$ cat config.mk
export PLATFORM = sky130hd
export DESIGN_NAME = coef_rom_seq_flat
export DESIGN_NICKNAME = d
export VERILOG_FILES = /design/src/rtl/coef_rom_seq_if.sv /design/src/rtl/coef_rom_seq.sv /design/src/flat_wrapper.sv
export SDC_FILE = /design/constraint.sdc
export NUM_CORES = 1
export LEC_CHECK = 0
export ABC_CLOCK_PERIOD_IN_PS = 3300
export CAP_MARGIN = 25
export CORE_MARGIN = 2
export CORE_UTILIZATION = 30
export CTS_CLUSTER_DIAMETER = 40
export DETAILED_ROUTE_END_ITERATION = 6
export HOLD_SLACK_MARGIN = 0.05
export PLACE_DENSITY = 0.56
export SYNTH_ARGS = -nofsm -noshare
export SYNTH_HDL_FRONTEND = slang
export SYNTH_SLANG_ARGS = --single-unit
$ cat constraint.sdc
create_clock -name clk -period 3.3 [get_ports clk]
set_input_delay 0.825 -clock clk [delete_from_list [all_inputs] [get_ports clk]]
set_output_delay 0.825 -clock clk [all_outputs]
set_load 0.01 [all_outputs]
$ cat src/rtl/coef_rom_seq_if.sv
// Handshake/config bundle between the layer controller, coefficient ROM and
// the downstream scaling stage. The master side drives config, ROM data and ready.
interface coef_rom_seq_if #(
  parameter int WIDTH_A = 12,
  parameter int CH_W    = 8,
  parameter int PIX_W   = 16
);
  logic               start;
  logic [WIDTH_A-1:0] base_addr;
  logic [CH_W-1:0]    ch_count;
  logic [PIX_W-1:0]   pix_count;
  logic [WIDTH_A-1:0] rom_addr;
  logic [15:0]        rom_coef;
  logic [15:0]        coef_out;
  logic [CH_W-1:0]    ch_idx;
  logic               out_valid;
  logic               out_ready;
  logic               last;
  logic               busy;
  logic               done;
  logic               cfg_err;

  modport master (
    output start, base_addr, ch_count, pix_count, rom_coef, out_ready,
    input  rom_addr, coef_out, ch_idx, out_valid, last, busy, done, cfg_err
  );

  modport slave (
    input  start, base_addr, ch_count, pix_count, rom_coef, out_ready,
    output rom_addr, coef_out, ch_idx, out_valid, last, busy, done, cfg_err
  );
endinterface

$ cat src/rtl/coef_rom_seq.sv
// Walks a window of per-channel scale coefficients once per pixel group and
// streams them over valid/ready; rom_addr always points at the next beat to load.
module coef_rom_seq #(
  parameter int WIDTH_A   = 12,
  parameter int ROM_DEPTH = 40,
  parameter int CH_W      = 8,
  parameter int PIX_W     = 16
) (
  input  logic           clk,
  input  logic           rst,
  coef_rom_seq_if.slave  bus
);

  typedef enum logic [1:0] {IDLE, RUN, FLUSH} state_t;

  state_t             state, state_nxt;
  logic [WIDTH_A-1:0] base_r, base_nxt;
  logic [CH_W-1:0]    chc_r, chc_nxt;
  logic [PIX_W-1:0]   pixc_r, pixc_nxt;
  logic [CH_W-1:0]    ch_r, ch_nxt;
  logic [PIX_W-1:0]   pix_r, pix_nxt;
  logic [WIDTH_A-1:0] rom_addr_r, rom_addr_nxt;
  logic [15:0]        coef_r, coef_nxt;
  logic [CH_W-1:0]    ch_idx_r, ch_idx_nxt;
  logic               valid_r, valid_nxt;
  logic               last_r, last_nxt;
  logic               busy_r, busy_nxt;
  logic               done_r, done_nxt;
  logic               err_r, err_nxt;

  logic               load;
  logic               ch_wrap;
  logic               final_elem;
  logic [CH_W-1:0]    ch_adv;
  logic [WIDTH_A:0]   win_end;

  // One extra bit so a window running past the top of the address space cannot wrap.
  assign win_end    = {1'b0, bus.base_addr} + (WIDTH_A+1)'(bus.ch_count);
  assign load       = !valid_r || bus.out_ready;
  assign ch_wrap    = (ch_r == chc_r - CH_W'(1));
  assign final_elem = ch_wrap && (pix_r == pixc_r - PIX_W'(1));
  assign ch_adv     = ch_wrap ? '0 : ch_r + CH_W'(1);

  always_comb begin
    // NOTE: every output of this block gets a default first so no path leaves
    // a variable unassigned, which would otherwise infer a latch.
    state_nxt    = state;
    base_nxt     = base_r;
    chc_nxt      = chc_r;
    pixc_nxt     = pixc_r;
    ch_nxt       = ch_r;
    pix_nxt      = pix_r;
    rom_addr_nxt = rom_addr_r;
    coef_nxt     = coef_r;
    ch_idx_nxt   = ch_idx_r;
    valid_nxt    = valid_r;
    last_nxt     = last_r;
    busy_nxt     = busy_r;
    done_nxt     = 1'b0;
    err_nxt      = 1'b0;

    case (state)
      IDLE: begin
        if (bus.start) begin
          if (bus.ch_count == '0 || bus.pix_count == '0) begin
            done_nxt = 1'b1;
          end else if (win_end > (WIDTH_A+1)'(ROM_DEPTH)) begin
            done_nxt = 1'b1;
            err_nxt  = 1'b1;
          end else begin
            base_nxt     = bus.base_addr;
            chc_nxt      = bus.ch_count;
            pixc_nxt     = bus.pix_count;
            ch_nxt       = '0;
            pix_nxt      = '0;
            rom_addr_nxt = bus.base_addr;
            busy_nxt     = 1'b1;
            state_nxt    = RUN;
          end
        end
      end

      RUN: begin
        // Without load everything holds, so the ROM is simply re-read next cycle.
        if (load) begin
          coef_nxt     = bus.rom_coef;
          ch_idx_nxt   = ch_r;
          valid_nxt    = 1'b1;
          last_nxt     = final_elem;
          ch_nxt       = ch_adv;
          pix_nxt      = ch_wrap ? pix_r + PIX_W'(1) : pix_r;
          rom_addr_nxt = base_r + WIDTH_A'(ch_adv);
          if (final_elem) state_nxt = FLUSH;
        end
      end

      FLUSH: begin
        if (valid_r && bus.out_ready && last_r) begin
          valid_nxt = 1'b0;
          last_nxt  = 1'b0;
          busy_nxt  = 1'b0;
          done_nxt  = 1'b1;
          state_nxt = IDLE;
        end
      end

      default: state_nxt = IDLE;
    endcase
  end

  // NOTE: state registers use non-blocking assignments so every flop samples
  // the pre-edge values, independent of statement order.
  always_ff @(posedge clk or posedge rst) begin
    if (rst) begin
      state      <= IDLE;
      base_r     <= '0;
      chc_r      <= '0;
      pixc_r     <= '0;
      ch_r       <= '0;
      pix_r      <= '0;
      rom_addr_r <= '0;
      coef_r     <= '0;
      ch_idx_r   <= '0;
      valid_r    <= 1'b0;
      last_r     <= 1'b0;
      busy_r     <= 1'b0;
      done_r     <= 1'b0;
      err_r      <= 1'b0;
    end else begin
      state      <= state_nxt;
      base_r     <= base_nxt;
      chc_r      <= chc_nxt;
      pixc_r     <= pixc_nxt;
      ch_r       <= ch_nxt;
      pix_r      <= pix_nxt;
      rom_addr_r <= rom_addr_nxt;
      coef_r     <= coef_nxt;
      ch_idx_r   <= ch_idx_nxt;
      valid_r    <= valid_nxt;
      last_r     <= last_nxt;
      busy_r     <= busy_nxt;
      done_r     <= done_nxt;
      err_r      <= err_nxt;
    end
  end

  assign bus.rom_addr  = rom_addr_r;
  assign bus.coef_out  = coef_r;
  assign bus.ch_idx    = ch_idx_r;
  assign bus.out_valid = valid_r;
  assign bus.last      = last_r;
  assign bus.busy      = busy_r;
  assign bus.done      = done_r;
  assign bus.cfg_err   = err_r;

endmodule

$ cat src/flat_wrapper.sv
// flat-port wrapper written by rule: the top's interface ports become plain ports
module coef_rom_seq_flat 
#(
  parameter int WIDTH_A   = 12,
  parameter int ROM_DEPTH = 40,
  parameter int CH_W      = 8,
  parameter int PIX_W     = 16
)
  (clk, rst, bus_start, bus_base_addr, bus_ch_count, bus_pix_count, bus_rom_coef, bus_out_ready, bus_rom_addr, bus_coef_out, bus_ch_idx, bus_out_valid, bus_last, bus_busy, bus_done, bus_cfg_err);
  coef_rom_seq_if #(.WIDTH_A(WIDTH_A), .CH_W(CH_W), .PIX_W(PIX_W)) bus_i ();
  input  logic clk;
  input  logic rst;
  input wire logic [$bits(bus_i.start)-1:0] bus_start;
  input wire logic [$bits(bus_i.base_addr)-1:0] bus_base_addr;
  input wire logic [$bits(bus_i.ch_count)-1:0] bus_ch_count;
  input wire logic [$bits(bus_i.pix_count)-1:0] bus_pix_count;
  input wire logic [$bits(bus_i.rom_coef)-1:0] bus_rom_coef;
  input wire logic [$bits(bus_i.out_ready)-1:0] bus_out_ready;
  output wire logic [$bits(bus_i.rom_addr)-1:0] bus_rom_addr;
  output wire logic [$bits(bus_i.coef_out)-1:0] bus_coef_out;
  output wire logic [$bits(bus_i.ch_idx)-1:0] bus_ch_idx;
  output wire logic [$bits(bus_i.out_valid)-1:0] bus_out_valid;
  output wire logic [$bits(bus_i.last)-1:0] bus_last;
  output wire logic [$bits(bus_i.busy)-1:0] bus_busy;
  output wire logic [$bits(bus_i.done)-1:0] bus_done;
  output wire logic [$bits(bus_i.cfg_err)-1:0] bus_cfg_err;
  assign bus_i.start = bus_start;
  assign bus_i.base_addr = bus_base_addr;
  assign bus_i.ch_count = bus_ch_count;
  assign bus_i.pix_count = bus_pix_count;
  assign bus_i.rom_coef = bus_rom_coef;
  assign bus_i.out_ready = bus_out_ready;
  assign bus_rom_addr = bus_i.rom_addr;
  assign bus_coef_out = bus_i.coef_out;
  assign bus_ch_idx = bus_i.ch_idx;
  assign bus_out_valid = bus_i.out_valid;
  assign bus_last = bus_i.last;
  assign bus_busy = bus_i.busy;
  assign bus_done = bus_i.done;
  assign bus_cfg_err = bus_i.cfg_err;
  coef_rom_seq #(.WIDTH_A(WIDTH_A), .ROM_DEPTH(ROM_DEPTH), .CH_W(CH_W), .PIX_W(PIX_W)) u_core (.clk(clk), .rst(rst), .bus(bus_i));
endmodule
==> flow_metrics.env, run 1 <==
export IMPL_nNetsFinal=921
export IMPL_initial_core_util_pct=30.74
export IMPL_viasPerCell=4.794
export IMPL_grtUsageTotal_pct=16.03
export IMPL_cts_buffers=9
export IMPL_drc_errors=0
export IMPL_drt_total_wl_um=17320
export IMPL_fin_hold_ws_ns=0.4756
export IMPL_cts_root_buf="clkbuf_16"
export IMPL_grt_max_degree=59
export IMPL_drt_pass1_iter_count=4
export IMPL_rsz0062_at_grt="yes"
export IMPL_power_switching_mw=1.870
export IMPL_final_core_util_pct=46.14
export IMPL_synth_top_family_by_area="simple AND/OR/NAND/NOR gates"
export IMPL_clock_sinks=103
export IMPL_drive_gt1_share_pct=27.95
export IMPL_cp_top_family="compound AO/OA/AOI/OAI gates"
export IMPL_core_area_sq_um=19530
export IMPL_worstMarginPinSlew_ns=0.4628
export IMPL_grt_pass1_vias=5212
export IMPL_p_int_mw=3.365
export IMPL_switching_share_pct=35.73
export IMPL_fin_crit_ns=3.404
export IMPL_dp_hpwl_um=12120
export IMPL_synth_seq_cells=103
export IMPL_slowest_stage="dfrtp_1"
export IMPL_die_h_um=145.5
export IMPL_port_buffers=96
export IMPL_power_density_nw_per_um2=581.1
export IMPL_ys_warn_count=0
export IMPL_wl_per_cell_um=15.56
export IMPL_synth_net_count=723
export IMPL_postSynthCellCount=645
export IMPL_ys_types=57
export IMPL_antenna_found_initial=0
export IMPL_maxCapViolCount=0
export IMPL_cts_buffer_depth=2
export IMPL_num_rows=51
export IMPL_cp_arrival_ns=3.64
export IMPL_area_growth_pct=50.06
export IMPL_status="finished with violations"
export IMPL_dieArea_sq_um=21160
export IMPL_grt_pass1_wl_um=27230
export IMPL_synth_fa_ha_area_share_pct=4.835
export IMPL_htree_levels=3
export IMPL_p_seq_share_pct=35.2
export IMPL_clkTransAtPathRegs_ns=0.08
export IMPL_io_pins=97
export IMPL_fmax_mhz=293.8
export IMPL_maxSlewViolCount=0
export IMPL_diodes=0
export IMPL_synth_edff_count=0
export IMPL_setup_viol=8
export IMPL_synth_area_per_cell_sq_um=9.307
export IMPL_yosys_area_share_simple_pct=21.13
export IMPL_overflow=0
export IMPL_synth_top_cell_area_share_pct=42.93
export IMPL_synth_xor_area_share_pct=6.857
export IMPL_path_buf_inv=2
export IMPL_ys_async_sr_fraction_pct=100.0
export IMPL_place_area_sq_um=7956
export IMPL_critical_path_class="reg2reg"
export IMPL_ys_flop_type="dfrtp_1"
export IMPL_cts_tree="done"
export IMPL_chipWidth_um=145.5
export IMPL_cp_end_kind="register"
export IMPL_drt_iter0_markers=264
export IMPL_worstPathMaxFanout=4
export IMPL_vias=5336
export IMPL_setup_ws_ns=-0.1039
export IMPL_hold_violations=0
export IMPL_routabilityCongestion=0.7869
export IMPL_vdd_drop_max_mv=0.3236
export IMPL_synth_area_leader_cell="dfrtp_1"
export IMPL_ys_seq_area_share_pct=42.93
export IMPL_hp_class="reg2reg"
export IMPL_design_area_sq_um=9009
export IMPL_p_clk_share_pct=20.3
export IMPL_violations="setup timing"
export IMPL_path_cells="buf_4, nor3_4, a221oi_2, a311o_1, o211a_4, nor2b_4, ha_4, a21o_1, a21oi_2, nor2b_1, o21a_1, o41ai_2, buf_4, xor2_2, o21ai_1, mux2_2"
export IMPL_required_ns=3.54
export IMPL_power_leakage_nw=4.032
export IMPL_synth_compound_area_share_pct=13.92
export IMPL_netlist_area_sq_um=6003
export IMPL_crit_top_cell="buf_4"
export IMPL_slowest_delay_ns=0.41
export IMPL_period_share_pct=103.1
export IMPL_finalClockSkew_ns=0.007960
export IMPL_clk_latency_ns=0.35
export IMPL_pwr_share_comb_pct=44.5
export IMPL_startpoint_type="register"
export IMPL_yosys_mux_area_fraction_pct=7.461
export IMPL_antenna_left=0
export IMPL_synth_top_cells_by_area="dfrtp_1 43%, nand2_1 7.4%, mux2_2 6.0%"
export IMPL_slew_headroom_pct=68.86
-- worst reg2reg max path: stages (launching register included) --
cell      delay, ns
dfrtp_1        0.41
buf_4          0.17
nor3_4         0.21
a221oi_2       0.09
a311o_1        0.34
o211a_4        0.29
nor2b_4        0.16
ha_4           0.21
a21o_1         0.16
a21oi_2        0.15
nor2b_1        0.06
o21a_1         0.19
o41ai_2        0.20
buf_4          0.19
xor2_2         0.15
o21ai_1        0.07
mux2_2         0.26
-- registers in the layout, summed over array words and instances (netlist names) --
name,cells
u_core.pix_r,16
u_core.bus.cfg_err,1
u_core.ch_r,8
u_core.bus.out_valid,1
u_core.bus.ch_idx,8
u_core.base_r,12
u_core.pixc_r,16
u_core.bus.busy,1
u_core.bus.done,1
u_core.state,2
u_core.chc_r,8
u_core.bus.coef_out,16
u_core.bus.rom_addr,12
u_core.bus.last,1
-- logic make-up (layout without fill, tap and decap cells) --
| group | count (synthesis) | in the layout |
|---|---|---|
| flip-flops | 103 | 103 |
| adder cells (fa/ha/maj) | 22 | 22 |
| multiplexers | 40 | 40 |
| AO/OA/AOI/OAI | 124 | 124 |
| AND/OR/NAND/NOR | 266 | 266 |
| buffers and inverters | 43 | 246 |
| XOR/XNOR | 47 | 47 |
-- placed cells by master, fill, tap and decap left out, drive strengths merged, types with 3 or more instances in the layout --
cell and n:
nand2 119, nor4 16, dlygate4sd2 8, a211oi 5, o211ai 4, ha 20, a21oi 17, clkdlybuf4s50 80
xnor2 26, o41ai 3, or2 5, o21a 4, or4 3, nor2 34, nor2b 15, a31oi 7
o22ai 4, and3 4, nand4 6, inv 20, nor3 21, clkdlybuf4s15 3, o22a 9, xor2 21
mux2 38, a21o 7, dfrtp 103, o21ai 39, nand2b 11, or3 5, clkbuf 12, buf 119
o2bb2ai 3, nand3 17, a22o 7
-- through the flow --
stage | power, mW | setup TNS, ns | std cells | worst slack, ns
floorplan | 2.945 | -0.2920 | 645 | -0.06826
global placement | 3.941 | -44.09 | 1068 | -0.7020
detailed placement | 3.958 | -44.34 | 1068 | -0.6888
CTS | 5.125 | -0.3534 | 1108 | -0.1258
global route | 5.612 | -4.980 | 1113 | -0.2610
finish | 5.235 | -0.2537 | 1113 | -0.1039
-- layer usage --
layer  global-route usage (%)  vias to the layer above  wire length (um)
li1                         -                     2693                 -
met1                    21.13                     2555              7873
met2                    27.42                       80              8700
met3                    3.699                        8               628
met4                    2.549                        0               114
met5                        0                        -                 0
-- what timing repair did --
item                       in CTS  in global routing
resized for setup              68                 83
setup endpoints to repair      74                 68
pin swaps                      29                 27
gates cloned                    5                  1
setup buffers                  19                  8
hold buffers                    0                  0
-- synthesized netlist by cell type (11+ instances only) --
cell type / number
nor2b_1: 15
nand3_1: 17
a21oi_1: 17
xor2_1: 21
o21ai_0: 37
nor3_1: 21
nor4_1: 14
clkbuf_1: 18
inv_1: 17
nor2_1: 34
ha_1: 20
mux2_2: 32
xnor2_1: 26
dfrtp_1: 103
nand2_1: 119
nand2b_1: 11
-- final cells by class --
cell class / count / area [sq um]
Multi-Input combinational cell: 499 / 3724
Clock buffer: 9 / 225.2
Inverter: 17 / 67.56
Fill cell: 1901 / 10520
Sequential cell: 103 / 2577
Tap cell: 265 / 331.6
Clock inverter: 7 / 62.56
Timing Repair Buffer: 213 / 2021
-- power groups by stage --
stage                     Combinational, mW  Sequential (mW)  Clock, mW
final                                  2.33             1.84       1.06
after floorplan                        1.04             1.91          0
after global placement                 2.08             1.86          0
after detailed placement               2.10             1.86          0
after global routing                   2.56             1.89       1.16
after CTS                              2.18             1.84       1.10
-- final timing paths --
kind                                                        from                                 end  slack (ns)  depth (start not counted)
worst max register to register       u_core.chc_r[1]$_DFFE_PP0P_  u_core.bus.rom_addr[7]$_DFFE_PP0P_       -0.10                         16
max in group asynchronous                                    rst        u_core.base_r[1]$_DFFE_PP0P_        1.75                          3
worst min-delay path            u_core.bus.ch_idx[2]$_DFFE_PP0P_    u_core.bus.ch_idx[2]$_DFFE_PP0P_        0.48                          2
worst max-delay path                 u_core.chc_r[1]$_DFFE_PP0P_  u_core.bus.rom_addr[7]$_DFFE_PP0P_       -0.10                         16
min in group asynchronous                                    rst       u_core.pixc_r[13]$_DFFE_PP0P_        0.83                          2
worst min register to register  u_core.bus.ch_idx[2]$_DFFE_PP0P_    u_core.bus.ch_idx[2]$_DFFE_PP0P_        0.48                          2
Note: power is estimated with default switching activity, not from simulation.
==> run 2, diff against run 1 <==
- CTS_BUF_LIST: unset -> sky130_fd_sc_hd__clkbuf_8 sky130_fd_sc_hd__clkbuf_16
==> results of run 2 <==
No change in the layout: final DEF, timing and power equal those of run 1.
==> patch 1: new RTL, flow settings as in run 2 <==
Re-encode `state_t` (3 states) as one-hot, 3 bits wide.
--- a/src/rtl/coef_rom_seq.sv
+++ b/src/rtl/coef_rom_seq.sv
@@ -12,5 +12,5 @@
 );
 
-  typedef enum logic [1:0] {IDLE, RUN, FLUSH} state_t;
+  typedef enum logic [2:0] {IDLE = 3'b001, RUN = 3'b010, FLUSH = 3'b100} state_t;
 
   state_t             state, state_nxt;
Check against the original RTL: no difference found for any inputs over 4 cycles, from zero or initial values and one cycle with rst high; so few cycles prove little.
==> patch 1 against run 2 <==
  * The run still ends with setup timing left
  * Total power down 14%
  * Sequential cell count up 1
  * First-iteration DRC count up 3.8%
  * Synthesized area up 5.6%
  * Sequential power down 9%
  * Final area up 1.9%
  * Clock skew up 0.0017 ns
  * Wire length up 2.4%
  * Worst setup slack worse by 0.040 ns
  * Count of clock-buffer cells in the layout up 2
==> patch 1: results (changes against run 2) <==
- The summed negative setup slack over all endpoints is -0.402 ns (was -0.254 ns).
- The placer's final routability congestion estimate came to 0.837 (was 0.787).
- Status: complete, but fails checks (unchanged).
- The final routed wirelength across all metal layers is 17,700 um (was 17,300 um).
- The worst endpoint data arrival time was 3.68 ns (was 3.64 ns).
- The combined area of the multi-input logic cells came to 4040 um^2 (was 3720 um^2).
- The total of clock buffers placed in the layout is 11 (was 9).
- The routing usage on met2 is 0.242 (was 0.274).
- The portion of the post-synthesis area used by sequential elements is 0.411 (was 0.429).
- The portion of total power attributed to combinational logic was 0.399 (was 0.445).
- The share of the core filled with cells is 0.440 (was 0.461).
- The detailed-routed wire length on met2 is 7910 um (was 8700 um).
- The count of multi-input gates is 525 (was 499).
- The worst setup slack before clock tree synthesis was -0.784 ns (was -0.689 ns).
- The sequential power was 1670 uW (was 1840 uW).
- The largest vdd supply drop was 0.231 mV (was 0.324 mV).
- The sequential power share came to 0.371 (was 0.352).
- Violations in the final reports: setup timing (unchanged).
- The startpoint of the worst setup timing path is u_core.chc_r[0] (was u_core.chc_r[1]).
- The setup clock skew after layout is 0.00962 ns (was 0.00796 ns).
- The met3 layer wire length in the routed design is 585 um (was 628 um).
- The number of logic inverters in the finished layout is 16 (was 17).
- The synthesized net count is 756 (was 723).
- The wire length of the first global-routing pass is 28,200 um (was 27,200 um).
- The worst-margin pin slew is 0.614 ns (was 0.463 ns).
- The proportion of layout cells with a drive suffix above 1 is 0.263 (was 0.279).
- The number of signal-net buffers in the layout is 201 (was 213).
- The clock buffer and inverter area fraction after layout is 0.0309 (was 0.0319).
- The count of endpoints failing setup in the final report is 4 (was 8).
- The total number of nets in the final design is 935 (was 921).
- The met1 wire length is 9000 um (was 7870 um).
- The count of cells resized by post-cts repair is 31 (was 68).
- The count of filler cells inserted in the layout is 2,034 (was 1,901).
- The wire length per cell was 15.6 um (about the same).
- The proportion of final cell area spent on non-clock buffers was 0.201 (was 0.224).
- The least setup slack across all paths after layout is -0.144 ns (was -0.104 ns).
- The leakage power is 0.00404 uW (was 0.00403 uW).
- The worst-case hold path end point is u_core.bus.ch_idx[6] (was u_core.bus.ch_idx[2]).
- The reg-to-reg endpoint is u_core.bus.rom_addr[6] (was u_core.bus.rom_addr[7]).
- The post-CTS setup buffer count came to 4 (was 19).
- The number of DRC violations after detailed-routing iteration 0 is 274 (was 264).
## patch 1: cell types whose count changed after synthesis, moves of 6 or more
cell | before | now
sky130_fd_sc_hd__o22a_1 | 9 | 0
sky130_fd_sc_hd__clkbuf_1 | 18 | 25
sky130_fd_sc_hd__nand3b_1 | 2 | 9
sky130_fd_sc_hd__a22o_1 | 7 | 13
sky130_fd_sc_hd__mux2_1 | 6 | 0
sky130_fd_sc_hd__mux2_2 | 32 | 26
sky130_fd_sc_hd__nand2b_1 | 11 | 5
sky130_fd_sc_hd__nor2b_1 | 15 | 9
sky130_fd_sc_hd__nor3b_1 | 1 | 7
sky130_fd_sc_hd__o21ai_0 | 37 | 31
## patch 1: cells by family (layout without fill, tap and decap cells)
group           count (synthesis)  count (layout)  share of synthesized area
fa+ha+maj                      22              22                     0.0458
simple gates                  281             282                      0.220
compound gates                137             138                      0.158
flops                         104             104                      0.411
mux                            34              34                     0.0627
buf+inv                        51             233                     0.0353
xor+xnor                       49              49                     0.0677
==> patch 2: new RTL, config.mk and constraints of run 2 <==
Made on the original files. `CH_W` is set to 8 in 3 places; all go to 10.
--- a/src/rtl/coef_rom_seq_if.sv
+++ b/src/rtl/coef_rom_seq_if.sv
@@ -3,5 +3,5 @@
 interface coef_rom_seq_if #(
   parameter int WIDTH_A = 12,
-  parameter int CH_W    = 8,
+  parameter int CH_W    = 10,
   parameter int PIX_W   = 16
 );
--- a/src/rtl/coef_rom_seq.sv
+++ b/src/rtl/coef_rom_seq.sv
@@ -4,5 +4,5 @@
   parameter int WIDTH_A   = 12,
   parameter int ROM_DEPTH = 40,
-  parameter int CH_W      = 8,
+  parameter int CH_W      = 10,
   parameter int PIX_W     = 16
 ) (
--- a/src/flat_wrapper.sv
+++ b/src/flat_wrapper.sv
@@ -4,5 +4,5 @@
   parameter int WIDTH_A   = 12,
   parameter int ROM_DEPTH = 40,
-  parameter int CH_W      = 8,
+  parameter int CH_W      = 10,
   parameter int PIX_W     = 16
 )
Ports: changed (resized bus_ch_count and bus_ch_idx); port bits go from 97 to 101. No check against the original RTL was run, so the function may have changed too.
==> patch 2 against run 2 <==
  * Worst setup slack worse by 0.67 ns
  * The flow still finishes with violations (setup timing)
  * Final area is 10% higher
  * Wire length is 18% higher
  * Clock skew is 0.0030 ns higher
  * Synthesized area is 13% higher
  * Sequential cell count is 6 higher
Power is not compared: it rests on default switching activity, and its combinational part moved more than twofold at a synthesized area within 25%.
==> patch 2: results (changes against run 2) <==
- Status: complete, but fails checks (unchanged).
- Violations in the final reports: setup timing (unchanged).
- The worst-margin pin slew is 0.958 ns (was 0.463 ns).
- The clock buffer and inverter area fraction after layout is 0.0316 (was 0.0319).
- The cell type group with the largest total delay on the critical path is simple AND/OR/NAND/NOR gates (was compound AO/OA/AOI/OAI gates).
- The cell depth of the worst flop-to-flop path is 17 (was 16).
- The distinct cell type count after synthesis was 65 (was 57).
- The final HPWL from detailed placement is 14,000 um (was 12,100 um).
- The highest fanout seen on the critical path is 5 (was 4).
- The worst setup slack before clock tree synthesis is -0.896 ns (was -0.689 ns).
- The placer's final routability congestion estimate is 0.827 (was 0.787).
- The final routed wirelength across all metal layers is 20,400 um (was 17,300 um).
- The synthesized net count came to 817 (was 723).
- The count of endpoints failing setup in the final report was 37 (was 8).
- The proportion of layout cells with a drive suffix above 1 is 0.310 (was 0.279).
- The via count of the first global-routing pass is 5,869 (was 5,212).
- The reg-to-reg endpoint is u_core.bus.rom_addr[8] (was u_core.bus.rom_addr[7]).
- The count of filler cells inserted in the layout is 2,084 (was 1,901).
- The proportion of cell area occupied by registers is 0.275 (was 0.286).
- The count of multi-input gates is 557 (was 499).
- Largest cells by area after synthesis: sky130_fd_sc_hd__dfrtp_1 40%, sky130_fd_sc_hd__mux2_2 6.6%, sky130_fd_sc_hd__nand2_1 6.5% (was sky130_fd_sc_hd__dfrtp_1 43%, sky130_fd_sc_hd__nand2_1 7.4%, sky130_fd_sc_hd__mux2_2 6.0%).
- The count of port buffers added during placement is 100 (was 96).
- The portion of the post-synthesis area used by sequential elements is 0.403 (was 0.429).
- The global-route usage over all layers is 0.163 (was 0.160).
- The worst endpoint data arrival time is 4.32 ns (was 3.64 ns).
- The worst-case hold path end point is u_core.bus.ch_idx[7] (was u_core.bus.ch_idx[2]).
- The summed negative setup slack over all endpoints is -6.28 ns (was -0.254 ns).
- List of most frequent post-synthesis cells: 118 x sky130_fd_sc_hd__nand2_1, 109 x sky130_fd_sc_hd__dfrtp_1, 40 x sky130_fd_sc_hd__mux2_2 (was 119 x sky130_fd_sc_hd__nand2_1, 103 x sky130_fd_sc_hd__dfrtp_1, 37 x sky130_fd_sc_hd__o21ai_0).
- The least setup slack across all paths after layout is -0.777 ns (was -0.104 ns).
- The count of cells resized by post-cts repair came to 56 (was 68).
- The wire length of the first global-routing pass came to 31,300 um (was 27,200 um).
- The number of DRC violations after detailed-routing iteration 0 is 367 (was 264).
- The delay of the slowest cell on the worst path came to 0.46 ns (was 0.41 ns).
- The startpoint of the worst hold path was u_core.bus.ch_idx[7] (was u_core.bus.ch_idx[2]).
==> patch 2: kinds of logic (layout without fill, tap and decap cells) <==
group / after synthesis / in the layout / synth area share
buffers and inverters: 69 / 265 / 0.0430
adder cells (fa/ha/maj): 26 / 26 / 0.0502
flip-flops: 109 / 109 / 0.403
AND/OR/NAND/NOR: 284 / 286 / 0.205
multiplexers: 55 / 55 / 0.0908
XOR/XNOR: 53 / 53 / 0.0685
AO/OA/AOI/OAI: 137 / 137 / 0.140
==> patch 2: per-layer routing <==
layer / global-route usage / vias to the layer above / part of all wire
met4: 0.0282 / 0 / 0.010
met5: 0 / - / 0
li1: - / 2980 / -
met3: 0.0249 / 19 / 0.029
met1: 0.235 / 2950 / 0.50
met2: 0.262 / 108 / 0.46
==> patch 2: stage by stage <==
step                      hold slack, ns  instance area (um^2)  cells  total power, uW  utilization
after detailed placement           0.462                  8910   1170             2140        0.405
final                              0.475                  9940   1211             3390        0.451
after floorplan                    0.474                  7020    733             1780            -
after CTS                          0.483                  9410   1194             3380        0.427
after global placement             0.459                  8910   1170             2130        0.405
after global routing               0.507                  9940   1211             3560        0.451
==> patch 2: worst max path at each step <==
stage	slack, ns	cells past startpoint	startpoint	to
3_5_place_dp	-0.90	12	bus_ch_count[0]	u_core.pix_r[6]
5_1_grt	-0.92	17	u_core.chc_r[1]	u_core.bus.rom_addr[8]
6_report	-0.78	17	u_core.chc_r[1]	u_core.bus.rom_addr[8]
4_1_cts	-0.75	17	u_core.chc_r[1]	u_core.bus.rom_addr[8]
2_1_floorplan	-0.51	18	u_core.chc_r[0]	u_core.bus.rom_addr[8]
3_3_place_gp	-0.85	12	bus_ch_count[0]	u_core.bus.rom_addr[4]
